--- config.mk ---
export PLATFORM = sky130hd
export DESIGN_NAME = seg_display_mux
export DESIGN_NICKNAME = d
export VERILOG_FILES = /design/src/rtl/seg_display_mux.sv
export SDC_FILE = /design/constraint.sdc
export NUM_CORES = 1
export LEC_CHECK = 0
export ABC_AREA = 1
export BUFFER_PORTS_ARGS = -buffer_cell sky130_fd_sc_hd__buf_2
export CAP_MARGIN = 10
export CORE_MARGIN = 3
export CORE_UTILIZATION = 40
export CTS_BUF_LIST = sky130_fd_sc_hd__clkbuf_4
export DETAILED_ROUTE_END_ITERATION = 7
export GPL_ROUTABILITY_DRIVEN = 0
export REMOVE_ABC_BUFFERS = 1
export SETUP_SLACK_MARGIN = 0.15
export SLEW_MARGIN = 25
export SYNTH_ARGS = -nofsm -noshare
export SYNTH_HDL_FRONTEND = slang
export SYNTH_SLANG_ARGS = --single-unit
--- constraint.sdc ---
create_clock -name clk -period 1.8 [get_ports clk]
set_input_delay 0.18 -clock clk [delete_from_list [all_inputs] [get_ports clk]]
set_output_delay 0.18 -clock clk [all_outputs]
set_load 0.02 [all_outputs]
--- src/rtl/seg_display_mux.sv ---
// 4-digit common-anode seven-segment scanner with a once-per-scan input snapshot and adjust-mode blink.
// Optional macro LEADING_ZERO_BLANK_EN hides digit 3 when the snapped tens-of-minutes value is zero.
module seg_display_mux #(
    parameter int REFRESH_DIV = 100000,
    parameter int BLINK_DIV   = 25000000
) (
    input  logic       clk,
    input  logic       reset,
    input  logic [3:0] min1,
    input  logic [3:0] min0,
    input  logic [3:0] sec1,
    input  logic [3:0] sec0,
    input  logic [1:0] adjust,
    input  logic       select,
    output logic [3:0] an,
    output logic [6:0] seg,
    output logic       dp
);
    localparam int RW = $clog2(REFRESH_DIV);
    localparam int BW = $clog2(BLINK_DIV);
    localparam logic [RW-1:0] RMAX = RW'(REFRESH_DIV - 1);
    localparam logic [BW-1:0] BMAX = BW'(BLINK_DIV - 1);

    logic [RW-1:0]     rcnt;
    logic [1:0]        idx;
    logic [BW-1:0]     bcnt;
    logic              phase;
    logic [3:0][3:0]   snap;   // [3]=min1 .. [0]=sec0, matching anode order
    logic              live;   // low for the first edge after reset so E1 stays blank

    logic              blank;
    logic              lz_blank;
    logic [3:0]        an_d;
    logic [6:0]        seg_d;
    logic              dp_d;

    function automatic logic [6:0] decode(input logic [3:0] v);
        case (v)
            4'd0:    decode = 7'b1000000;
            4'd1:    decode = 7'b1111001;
            4'd2:    decode = 7'b0100100;
            4'd3:    decode = 7'b0110000;
            4'd4:    decode = 7'b0011001;
            4'd5:    decode = 7'b0010010;
            4'd6:    decode = 7'b0000010;
            4'd7:    decode = 7'b1111000;
            4'd8:    decode = 7'b0000000;
            4'd9:    decode = 7'b0010000;
            default: decode = 7'b0111111;
        endcase
    endfunction

    always_comb begin
        lz_blank = 1'b0;
`ifdef LEADING_ZERO_BLANK_EN
        lz_blank = (idx == 2'd3) && (snap[3] == 4'd0);
`else
        lz_blank = 1'b0;
`endif
        // select=0 targets the minutes pair (idx 3,2); select=1 the seconds pair (idx 1,0)
        blank = !live || lz_blank ||
                (phase && (adjust != 2'b00) && (idx[1] == ~select));
        an_d  = 4'hF;
        seg_d = 7'h7F;
        dp_d  = 1'b1;
        if (!blank) begin
            an_d  = ~(4'b0001 << idx);
            seg_d = decode(snap[idx]);
            dp_d  = (idx != 2'd2);
        end
    end

    always_ff @(posedge clk) begin
        if (!reset) begin
            rcnt  <= '0;
            idx   <= 2'd0;
            bcnt  <= '0;
            phase <= 1'b0;
            snap  <= '0;
            live  <= 1'b0;
            an    <= 4'hF;
            seg   <= 7'h7F;
            dp    <= 1'b1;
        end else begin
            live <= 1'b1;
            if (rcnt == RMAX) begin
                rcnt <= '0;
                idx  <= idx + 2'd1;
            end else begin
                rcnt <= rcnt + 1'b1;
            end
            if (rcnt == '0 && idx == 2'd0)
                snap <= {min1, min0, sec1, sec0};
            // leaving adjust mode parks the blink so re-entry starts with a full visible half-period
            if (adjust == 2'b00) begin
                bcnt  <= '0;
                phase <= 1'b0;
            end else if (bcnt == BMAX) begin
                bcnt  <= '0;
                phase <= ~phase;
            end else begin
                bcnt <= bcnt + 1'b1;
            end
            an  <= an_d;
            seg <= seg_d;
            dp  <= dp_d;
        end
    end
endmodule

# Word-level counts from Yosys, hierarchy flattened
# Memories as Yosys holds them, arrays and structs flattened. A register that Yosys moved wholly into a read port is not among the register bits.
# Cells that the tools add are included.
[word_totals]
romBits = 112
ff_bits = 67
wordCells = 41
n_memories = 1
in_bits = 21
out_inout_bits = 12
[classes]
order_cmp = 1
n_reduce_logical = 13
bitwise_logic = 4
muxes = 3
n_addsub = 3
eq_ne = 4
n_shift = 1
[memory_table]
columns = ["memory", "words", "width", "rd", "rd_clocked_by_memory_dff", "write_ports", "line_no", "text"]
rows = [
  ["(name not given)", 16, 7, 1, 1, 0, "38", "case (v)"],
]
[ops]
columns = ["op", "n"]
rows = [
  ["25-bit by 1-bit adder with 25-bit output, second input constant", 1],
  ["25-bit == test, second input constant", 1],
  ["17-bit by 1-bit adder with 17-bit output, second input constant", 1],
  ["17-bit == test, second input constant", 1],
  ["17-bit logical NOT", 1],
  ["4-bit binary-select mux with 2-bit select", 1],
  ["2-bit OR reduction", 3],
  ["2-bit logical NOT", 2],
  ["4-bit two-way mux", 1],
  ["4-bit inverter", 1],
  ["1-bit by 2-bit << shifter with 4-bit output, first input constant", 1],
  ["1-bit logical AND", 3],
  ["2-bit by 3-bit < comparator with 1-bit output, second input constant", 1],
  ["1-bit inverter", 3],
  ["3-bit OR reduction", 1],
  ["2-bit by 1-bit adder with 2-bit output, second input constant", 1],
  ["2-bit != test, second input constant", 1],
  ["2-bit nonzero test", 1],
  ["1-bit == test", 1],
  ["1-bit logical NOT", 1],
  ["1-bit logical OR", 1],
  ["1-bit two-way mux", 1],
]

# Logic depth before layout (Yosys ltp)
# Gate-level depths: netlist of the first run.
[logic_depth]
ltp_word = 5
depth_mapped = 10
depth_no_buf = 10

# Worst setup path before layout of the first run
# No wires, ideal clock.
[synth_timing]
kind = "reg2reg"
startpoint = "reg idx[1]"
endpoint = "reg snap[0] (netlist bit)"
slack_ns = 0.364
arrival_time_ns = 1.323
synth_period_minus_slack_ns = 1.436
stages_incl_launch_ff = 10
setup_ns = 0.113
t_required_ns = 1.687
n_path_buf = 1
path_cell_list = "dfxtp_1 -> inv_1 -> ha_1 -> nand2_1 -> nor2_1 -> nand3b_1 -> buf_2 -> nand2_1 -> nand2_1 -> nor2_1"
[synth_via]
elab_chain_len = 2
[synth_rtl]
columns = ["element", "line_no", "text"]
rows = [
  ["start, declared", "25", "logic [1:0] idx;"],
  ["start signal, assigned", "88", "idx <= idx + 2'd1;"],
  ["2-bit logical NOT", "92", "if (rcnt == '0 && idx == 2'd0)"],
  ["1-bit logical AND", "92", ""],
  ["end signal, assigned", "93", "snap <= {min1, min0, sec1, sec0};"],
  ["end, declared", "28", "logic [3:0][3:0] snap;"],
]
# Every way passes these cells.
# A chain may end at the register's enable or synchronous reset.

# Final worst setup path of the first run
[layout_timing]
startpoint = "reg bcnt[0]"
endpoint = "reg bcnt[13]"
[layout_via]
elab_chain_len = 2
elab_cells_between_ends = 3
classes_between = "add/sub: 1; eq/ne: 1; reduce/logical: 1"
[layout_rtl]
columns = ["element", "line_no", "text"]
rows = [
  ["start, declared", "26", "logic [BW-1:0] bcnt;"],
  ["start signal, assigned", "102", "bcnt <= bcnt + 1'b1;"],
  ["branches (longest 2 deep; another with 25-bit by 1-bit adder with 25-bit output)", "n/a", ""],
]
# Several ways; the timed one is not identified.

==> impl_metrics.csv, run 1 <==
group,metric,value,unit
sta,final_hold_viol_count,0,
floorplanning,die_w,102,um
clock_tree,root_buffer,"clkbuf_4",
layout,final_nets,642,
floorplanning,fp.coreArea,8810,um^2
global_routing,grt_util_all_layers,16.6,%
layout,stdcell_area,4290,um^2
sta,holdWs,0.121,ns
floorplanning,rows,34,
clock_tree,clkLatencyLatePin,0.41,ns
floorplanning,initial_core_util,41.6,%
synth,syn_inst,551,
floorplanning,die_h,102,um
sta,drv_slew,0,
synth,synth_ff_type,"dfxtp_1",
worst_setup_path,critPathTopFamily,"simple AND/OR/NAND/NOR gates",
clock_tree,cts_buffers,9,
min_path,min_to,"phase$_SDFFE_PP0N_",
worst_setup_path,cp-end-kind,"flop",
drt,drt_iter0_markers,137,
sta,finalClockSkew,0.0167,ns
job,drv_cap,0,
drt,drc,0,
worst_setup_path,path_buf_inv,0,
clock_tree,post_cts_buffers,0,
drt,viasPerCell,4.69,
floorplanning,num_io_pins,33,
global_routing,grt_pass1_vias,3146,
worst_setup_path,path_max_fanout,12,
layout,area_growth,17.0,%
drt,drt_wl_total,8.24,mm
global_routing,antenna_found_initial,0,
power,p_leak,1.73,nW
drt,dr.pass1.iters,5,
clock_tree,clk_path_buf_depth,2,
status,status,"complete, no violations",
worst_setup_path,crit_chain,"ha_2 -> nand2_1 -> nor2_2 -> nand2_1 -> nor2_1 -> nand2_2 -> nand2_4 -> a21oi_1",
clock_tree,htreeDepth,3,
synth,seq_area_frac_synth,39.8,%
synth,yosys_warnings,0,
synth,ys_ff_latch,73,
worst_setup_path,rr_endpoint,"bcnt[13]$_SDFF_PP0_",
power,peakVddDrop,0.468,mV
worst_setup_path,rr_worst_depth,8,
synth,netlist_area,3670,um^2
clock_tree,cts_tree,"built",
drt,route.vias.total,3378,
synth,ys_async_sr_fraction,0,%
worst_setup_path,cp_slowest_cell,"dfxtp_1",
global_routing,grt_pass1_wl,13.8,mm
sta,fmax,646,MHz
worst_setup_path,cp.arrival,1.87,ns
sta,worst_pin_slew,0.305,ns
worst_setup_path,cp-start-kind,"flop",
worst_setup_path,cpMostUsedCell,"nand2_1",
drt,detail-route-antenna-nets,0,
floorplanning,die_area,10400,um^2
worst_setup_path,worstSetupPathType,"flop to flop",
min_path,min_from,"reset",
drt,wire_per_inst,11.4,um
worst_setup_path,max_stage_delay,0.39,ns
worst_setup_path,rrSetupSlack,0.25,ns
power,power.density,733,nW/um^2
clock_tree,cts_sinks,73,
synth,syn_area_per_cell,6.66,um^2
sta,grt_setup_unrepaired,"true",
clock_tree,clkTransAtPathRegs,0.13,ns
sta,period_share,86.0,%
placement,dpl_cell_area,3950,um^2
layout,n_antenna_cell,0,
synth,yosysUniqueCellTypes,26,
placement,port_buffers,32,
placement,hpwl,5.84,mm
global_routing,overflow,0,
sta,min_period,1.55,ns
worst_setup_path,timing.rr.start,"bcnt[0]$_SDFF_PP0_",
global_routing,grt_max_degree,33,
sta,final-setup-viol-count,0,
layout,layout-drive-gt1-share,12.2,%
synth,synth-edff-count,0,
worst_setup_path,cp_data_required_time,2.12,ns
sta,slew_headroom,79.5,%
min_path,hold_class,"primary input to flop",
sta,setup_tns,0,ns
min_path,hold_depth,3,
power breakdown:
group	internal (W)	switching, W	total (W)
Sequential	0.00169	0.0000337	0.00172
Combinational	0.000153	0.000239	0.000392
Clock	0.000420	0.000613	0.00103
Total	0.00226	0.000885	0.00315
area by class of cell:
type                       count  area, um^2
tap                          108         135
clock inverter                 7        71.3
inverter                      63         239
timing repair buffer          55         377
clock buffer                   9        67.6
multi-input combinational    406        1940
fill                         900        4510
sequential                    73        1460
sequential cells by signal (all words and copies together) (netlist names):
| signal | flops |
|---|---|
| an | 4 |
| bcnt | 25 |
| idx | 2 |
| live | 1 |
| phase | 1 |
| rcnt | 17 |
| seg | 7 |
| snap | 16 |
layout by cell type, fill, tap and decap left out, types with 4 or more instances in the layout:
cell type | Yosys | final
nand3b_1 | 7 | 7
dfxtp_1 | 73 | 73
nor2_2 | 6 | 7
ha_1 | 13 | 12
clkbuf_4 | 0 | 9
o211ai_1 | 4 | 4
a21oi_1 | 21 | 21
nand2_1 | 171 | 168
dlygate4sd3_1 | 0 | 16
nand2_2 | 3 | 6
nand3_1 | 30 | 30
o21ai_0 | 4 | 4
nand4_1 | 9 | 9
nor3_1 | 7 | 7
nor2_1 | 109 | 108
xnor2_1 | 4 | 4
inv_1 | 62 | 61
buf_4 | 1 | 6
buf_2 | 5 | 32
xor2_1 | 10 | 10
stage by stage:
stage          util, %  power (W)  instances  worst slack [ns]
6_report          48.7    0.00315        721             0.252
2_1_floorplan        -    0.00200        541           -0.0469
5_1_grt           48.7    0.00332        721             0.139
3_5_place_dp      44.8    0.00211        688             0.228
4_1_cts           48.2    0.00317        720             0.212
3_3_place_gp      44.8    0.00210        688             0.250
cell usage after synthesis (all sizes together) (7+ instances only):
cell / n / area [um^2]
nand2: 176 / 683
nor2: 115 / 447
dfxtp: 73 / 1460
inv: 63 / 236
nand3: 30 / 150
a21oi: 22 / 114
ha: 13 / 163
xor2: 10 / 87.6
buf: 9 / 66.3
nand4: 9 / 56.3
nand3b: 7 / 52.6
nor3: 7 / 35.0
cells by family after synthesis:
family	share of synthesized area [%]
AND/OR/NAND/NOR	39.3
buffers and inverters	8.36
flip-flops	39.8
AO/OA/AOI/OAI	4.67
XOR/XNOR	3.34
adder cells (fa/ha/maj)	4.44
tightest hold or removal path, stage by stage:
cell and delay [ns]:
buf_2 0.13, o21ai_0 0.13, a21oi_1 0.06
timing repair:
item | CTS | global route
endpoints found under the setup margin | 0 | 62
hold buffers | 16 | 0
endpoints found under the hold margin | 16 | 0
gates resized for setup | 0 | 10
layer usage:
layer / vias up / part of all wire [%] / wire, um / GRT usage, %
li1: 1818 / - / - / -
met1: 1501 / 46 / 3800 / 20.4
met2: 46 / 50 / 4110 / 28.7
met3: 13 / 2.2 / 181 / 2.75
met4: 0 / 1.7 / 143 / 6.75
met5: - / 0 / 0 / 0
worst max path at each step:
stage	slack [ns]	end	cells after the start	from
3_5_place_dp	0.23	seg[5]$_SDFF_PP1_	8	idx[0]$_SDFFE_PN0N_
5_1_grt	0.14	bcnt[9]$_SDFF_PP0_	8	bcnt[1]$_SDFF_PP0_
2_1_floorplan	-0.05	snap[0]$_SDFFE_PN0P_	8	idx[0]$_SDFFE_PN0N_
6_report	0.25	bcnt[13]$_SDFF_PP0_	8	bcnt[0]$_SDFF_PP0_
4_1_cts	0.21	bcnt[11]$_SDFF_PP0_	8	bcnt[0]$_SDFF_PP0_
3_3_place_gp	0.25	seg[5]$_SDFF_PP1_	8	idx[0]$_SDFFE_PN0N_
No activity file was read; power rests on OpenSTA's default activity.
==> inputs of run 2 (changes only) <==
--- a/config.mk
+++ b/config.mk
@@ -11,9 +11,9 @@
 export CORE_MARGIN = 3
 export CORE_UTILIZATION = 40
 export CTS_BUF_LIST = sky130_fd_sc_hd__clkbuf_4
+export CTS_CLUSTER_DIAMETER = 50
 export DETAILED_ROUTE_END_ITERATION = 7
 export GPL_ROUTABILITY_DRIVEN = 0
-export REMOVE_ABC_BUFFERS = 1
 export SETUP_SLACK_MARGIN = 0.15
 export SLEW_MARGIN = 25
 export SYNTH_ARGS = -nofsm -noshare
==> run 2 against run 1 <==
Clock skew is 0.00064 ns higher. Critical endpoint is now bcnt[12]$_SDFF_PP0_. Sequential power about the same. Non-clock buffer count did not move. Largest power group unchanged. Die area did not move. Setup slack better by 0.036 ns. Largest cell class unchanged.
==> impl_metrics.csv, run 2 (synthesis results as in run 1) <==
group,metric,value,unit
status,status,"complete, no violations",
floorplanning,die_h,102,um
floorplanning,die_w,102,um
placement,port_buffers,32,
floorplanning,fp.coreArea,8810,um^2
sta,fmax,661,MHz
clock_tree,cts_sinks,73,
worst_setup_path,cp_slowest_cell,"dlygate4sd3_1",
sta,worst_pin_slew,0.455,ns
clock_tree,clkTransAtPathRegs,0.13,ns
worst_setup_path,worstSetupPathType,"primary input to flop",
job,drv_cap,0,
sta,period_share,84.0,%
worst_setup_path,crit_chain,"dlygate4sd3_1 -> buf_2 -> o21ai_0 -> inv_1 -> nand2_4 -> a21oi_1",
drt,detail-route-antenna-nets,0,
global_routing,grt_pass1_vias,3199,
floorplanning,die_area,10400,um^2
sta,min_period,1.51,ns
floorplanning,initial_core_util,41.6,%
layout,area_growth,18.5,%
floorplanning,num_io_pins,33,
power,power,0.00334,W
power,peakVddDrop,0.310,mV
worst_setup_path,path_max_fanout,10,
layout,final_nets,644,
layout,largest_reg_flops,25,
drt,route.vias.total,3421,
sta,final_hold_viol_count,0,
drt,wire_per_inst,11.8,um
min_path,hold_class,"primary input to flop",
min_path,min_from,"adjust[0]",
layout,layout-drive-gt1-share,12.7,%
placement,hpwl,5.81,mm
global_routing,grt_util_all_layers,17.0,%
layout,n_antenna_cell,0,
sta,finalClockSkew,0.0173,ns
drt,dr.pass1.iters,4,
worst_setup_path,cp_data_required_time,2.18,ns
clock_tree,htreeDepth,3,
worst_setup_path,cp.arrival,1.90,ns
layout,reg_top3,"bcnt: 25 flops, rcnt: 17 flops, snap: 16 flops",
global_routing,antenna_found_initial,0,
clock_tree,root_buffer,"clkbuf_4",
layout,regMostFlops,"bcnt",
global_routing,grt_max_degree,33,
layout,final_common_cell,"nand2_1",
drt,viasPerCell,4.73,
sta,grt_setup_unrepaired,"false",
clock_tree,clk_path_buf_depth,2,
global_routing,overflow,0,
layout,fin_cells,723,
power,p_leak,1.76,nW
worst_setup_path,cp-start-kind,"primary input",
worst_setup_path,cp-startpoint,"reset",
clock_tree,clkLatencyLatePin,0.44,ns
sta,setup_tns,0,ns
drt,drc,0,
placement,dp.cells,687,
sta,final-setup-viol-count,0,
global_routing,grt_pass1_wl,14.0,mm
layout,final_cell_mix,"nand2_1 (168), nor2_1 (107), dfxtp_1 (73), inv_1 (60), buf_2 (32)",
clock_tree,post_cts_buffers,0,
floorplanning,rows,34,
drt,drt_iter0_markers,94,
worst_setup_path,max_stage_delay,0.53,ns
worst_setup_path,timing.rr.start,"bcnt[0]$_SDFF_PP0_",
sta,slew_headroom,69.6,%
drt,drt_wl_total,8.51,mm
synth,syn_nets,585,
power,power.density,769,nW/um^2
clock_tree,cts_buffers,9,
worst_setup_path,cp-end-kind,"flop",
sta,drv_slew,0,
clock_tree,cts_tree,"built",
[run 2: worst paths after layout]
path	to	slack, ns	cells past startpoint
setup / recovery	bcnt[12]$_SDFF_PP0_	0.29	6
hold / removal	phase$_SDFFE_PP0N_	0.12	3
hold reg to reg	rcnt[0]$_SDFF_PP0_	0.48	1
setup reg to reg	bcnt[15]$_SDFF_PP0_	0.29	8
[run 2: through the flow]
step                      hold slack, ns  util (%)  worst slack, ns  area, um^2
after floorplan                    0.208         -            0.364        3670
after global placement             0.400      44.7            0.267        3940
after detailed placement           0.409      44.7            0.222        3940
after CTS                          0.121      48.5            0.214        4270
after global routing               0.147      49.4            0.129        4350
final                              0.119      49.4            0.288        4350
[run 2: repair_timing]
action | 4_1_cts | 5_1_grt
setup endpoints to repair | 0 | 50
gates resized for setup | 0 | 12
hold buffers | 17 | 0
hold endpoints to repair | 17 | 0
[run 2: area by class of cell]
class	count	area (um^2)
clock buffers	10	75.1
repair buffers	55	379
inverters	63	236
fillers	874	4460
clock inverters	6	91.3
flip-flops and latches	73	1460
well taps	108	135
multi-input cells	408	1970
[run 2: critical path: cells and delay by family]
| family | cells | cell delay [ns] |
|---|---|---|
| AND/OR/NAND/NOR | 1 | 0.15 |
| buffers and inverters | 3 | 1.20 |
| AO/OA/AOI/OAI | 2 | 0.36 |
[run 2: where the power goes]
group,total (W),switching [W],internal [W]
Clock,0.00122,0.000642,0.000582
Combinational,0.000402,0.000245,0.000157
Sequential,0.00172,0.0000330,0.00169
[run 2: metal layers]
metal / vias to the layer above / track usage [%] / wire, um
met5: - / 0 / 0
met4: 0 / 9.41 / 262
met3: 20 / 2.82 / 208
met2: 48 / 28.4 / 4120
met1: 1527 / 20.7 / 3920
li1: 1826 / - / -
==> inputs of run 3 (changes only) <==
==> constraint.sdc (replaced) <==
create_clock -name clk -period 1.56 [get_ports clk]
set_input_delay 0.156 -clock clk [delete_from_list [all_inputs] [get_ports clk]]
set_output_delay 0.156 -clock clk [all_outputs]
set_load 0.02 [all_outputs]
==> run 3 against run 2 <==
Combinational power is 100% higher. Die area is the same. Power up 20%. Sequential power rose by 16%. Setup slack got worse by 0.25 ns. Wire length rose by 16%. Sequential share of layout area is 5.0 points lower. Cell count up 3.9%. Cell area increased by 19%. Non-clock buffer count is 28 higher. Via count rose by 6.6%. Largest cell class unchanged.
==> impl_metrics.csv, run 3 (synthesis results as in run 1) <==
group,metric,value,unit
status,status,"complete, no violations",
clock_tree,cts_tree,"built",
worst_setup_path,path_buf_inv,4,
placement,pre_cts_ws,-0.0105,ns
floorplanning,initial_core_util,41.6,%
power,power,0.00401,W
floorplanning,rows,34,
layout,largest_reg_flops,25,
drt,dr.pass1.iters,4,
sta,min_period,1.53,ns
layout,filler_cell_count,795,
drt,wire_per_inst,13.1,um
min_path,hold_class,"primary input to flop",
worst_setup_path,max_stage_delay,0.38,ns
sta,worst_pin_slew,0.620,ns
drt,viasPerCell,4.86,
job,drv_cap,0,
worst_setup_path,cp-startpoint,"idx[0]$_SDFFE_PN0N_",
layout,reg_top3,"bcnt: 25 flops, rcnt: 17 flops, snap: 16 flops",
floorplanning,die_area,10400,um^2
synth,syn_nets,585,
worst_setup_path,path_max_fanout,6,
worst_setup_path,crit_chain,"inv_4 -> buf_6 -> nand2_2 -> nand3_2 -> nand2_4 -> buf_12 -> ha_4 -> inv_2 -> nand2_2 -> o211ai_1 -> nand2_1",
worst_setup_path,cpMostUsedCell,"nand2_2",
clock_tree,clk_path_buf_depth,2,
placement,hpwl,5.97,mm
sta,slew_headroom,58.6,%
floorplanning,die_w,102,um
worst_setup_path,cp.arrival,1.85,ns
sta,final_hold_viol_count,0,
global_routing,grt_max_degree,21,
layout,regMostFlops,"bcnt",
clock_tree,cts_buffers,9,
clock_tree,root_buffer,"clkbuf_4",
sta,drv_slew,0,
worst_setup_path,worstSetupPathType,"flop to flop",
sta,fmax,655,MHz
min_path,min_from,"reset",
layout,final_nets,672,
floorplanning,num_io_pins,33,
drt,drt_iter0_markers,155,
worst_setup_path,cp-end-kind,"flop",
layout,area_growth,40.8,%
global_routing,overflow,0,
placement,port_buffers,32,
power,power.density,777,nW/um^2
global_routing,grt_pass1_wl,15.4,mm
global_routing,grt_util_all_layers,18.8,%
layout,n_antenna_cell,0,
floorplanning,fp.coreArea,8810,um^2
worst_setup_path,cp-start-kind,"flop",
layout,final_common_cell,"nand2_1",
sta,period_share,97.9,%
sta,final-setup-viol-count,0,
clock_tree,cts_sinks,73,
sta,finalClockSkew,0.0261,ns
global_routing,antenna_found_initial,0,
power,peakVddDrop,0.495,mV
clock_tree,htreeDepth,3,
clock_tree,clkTransAtPathRegs,0.13,ns
power,p_leak,1.98,nW
drt,detail-route-antenna-nets,0,
worst_setup_path,cp_slowest_cell,"dfxtp_4",
global_routing,grt_pass1_vias,3413,
worst_setup_path,critPathTopFamily,"buffers and inverters",
clock_tree,clkLatencyLatePin,0.45,ns
layout,layout-drive-gt1-share,31.1,%
worst_setup_path,cp_data_required_time,1.88,ns
layout,final_cell_mix,"nand2_1 (137), nor2_1 (83), dfxtp_1 (64), inv_1 (54), buf_2 (32)",
drt,drt_wl_total,9.84,mm
floorplanning,die_h,102,um
drt,route.vias.total,3648,
worst_setup_path,timing.rr.start,"idx[0]$_SDFFE_PN0N_",
sta,setup_slack,0.0332,ns
drt,drc,0,
sta,grt_setup_unrepaired,"true",
[run 3: cell count changes in the layout (fill, tap and decap cells not counted), sizes merged]
cell | before | now
inv | 64 | 63
dlygate4sd3 | 17 | 16
clkinvlp | 3 | 2
clkinv | 0 | 3
buf | 38 | 67
bufinv | 2 | 1
[run 3: worst paths after layout]
path / endpoint / cells past startpoint / slack [ns]
hold reg to reg: phase$_SDFFE_PP0N_ / 2 / 0.49
setup / recovery: seg[0]$_SDFF_PP1_ / 11 / 0.03
setup reg to reg: seg[0]$_SDFF_PP1_ / 11 / 0.03
hold / removal: phase$_SDFFE_PP0N_ / 3 / 0.1
[run 3: report_power, final]
part / internal, W / switching (W) / total, W
clock network: 0.000495 / 0.000705 / 0.00120
logic: 0.000377 / 0.000438 / 0.000815
registers: 0.00195 / 0.0000505 / 0.00200
[run 3: cell type report]
cell class              count  area, um^2  area share (%)
flip-flops and latches     73        1480            28.6
inverters                  63         251            4.87
clock inverters             6        58.8            1.14
repair buffers             83         709            13.7
clock buffers              10        75.1            1.45
well taps                 108         135            2.62
multi-input cells         408        2460            47.6
[run 3: metrics by stage]
step           area, um^2  TNS, ns  hold slack, ns  util [%]  std cells
2_1_floorplan        3670        0           0.184         -        551
3_3_place_gp         4030        0           0.375      45.7        697
3_5_place_dp         4030  -0.0105           0.386      45.7        697
4_1_cts              4670        0          0.0793      53.0        743
5_1_grt              5160   -0.575          0.0808      58.7        751
6_report             5160        0          0.0967      58.7        751
[run 3: layer usage]
layer / vias to the layer above / share of wire [%] / global-route usage (%)
li1: 1881 / - / -
met1: 1668 / 41 / 21.8
met2: 69 / 53 / 33.1
met3: 30 / 2.9 / 4.34
met4: 0 / 3.5 / 7.57
met5: - / 0 / 0
[run 3: what timing repair did]
item,CTS,global route
endpoints found under the hold margin,16,0
buffers inserted,8,7
gates resized for setup,53,112
setup endpoints to repair,66,68
gates cloned,6,1
hold buffers,16,0
pin swaps,13,39
[run 3: worst register-to-register path, cell delays in order (launching register included)]
cell and delay, ns:
dfxtp_4 0.38, inv_4 0.08, buf_6 0.14, nand2_2 0.06, nand3_2 0.08, nand2_4 0.10
buf_12 0.15, ha_4 0.15, inv_2 0.04, nand2_2 0.06, o211ai_1 0.10, nand2_1 0.08
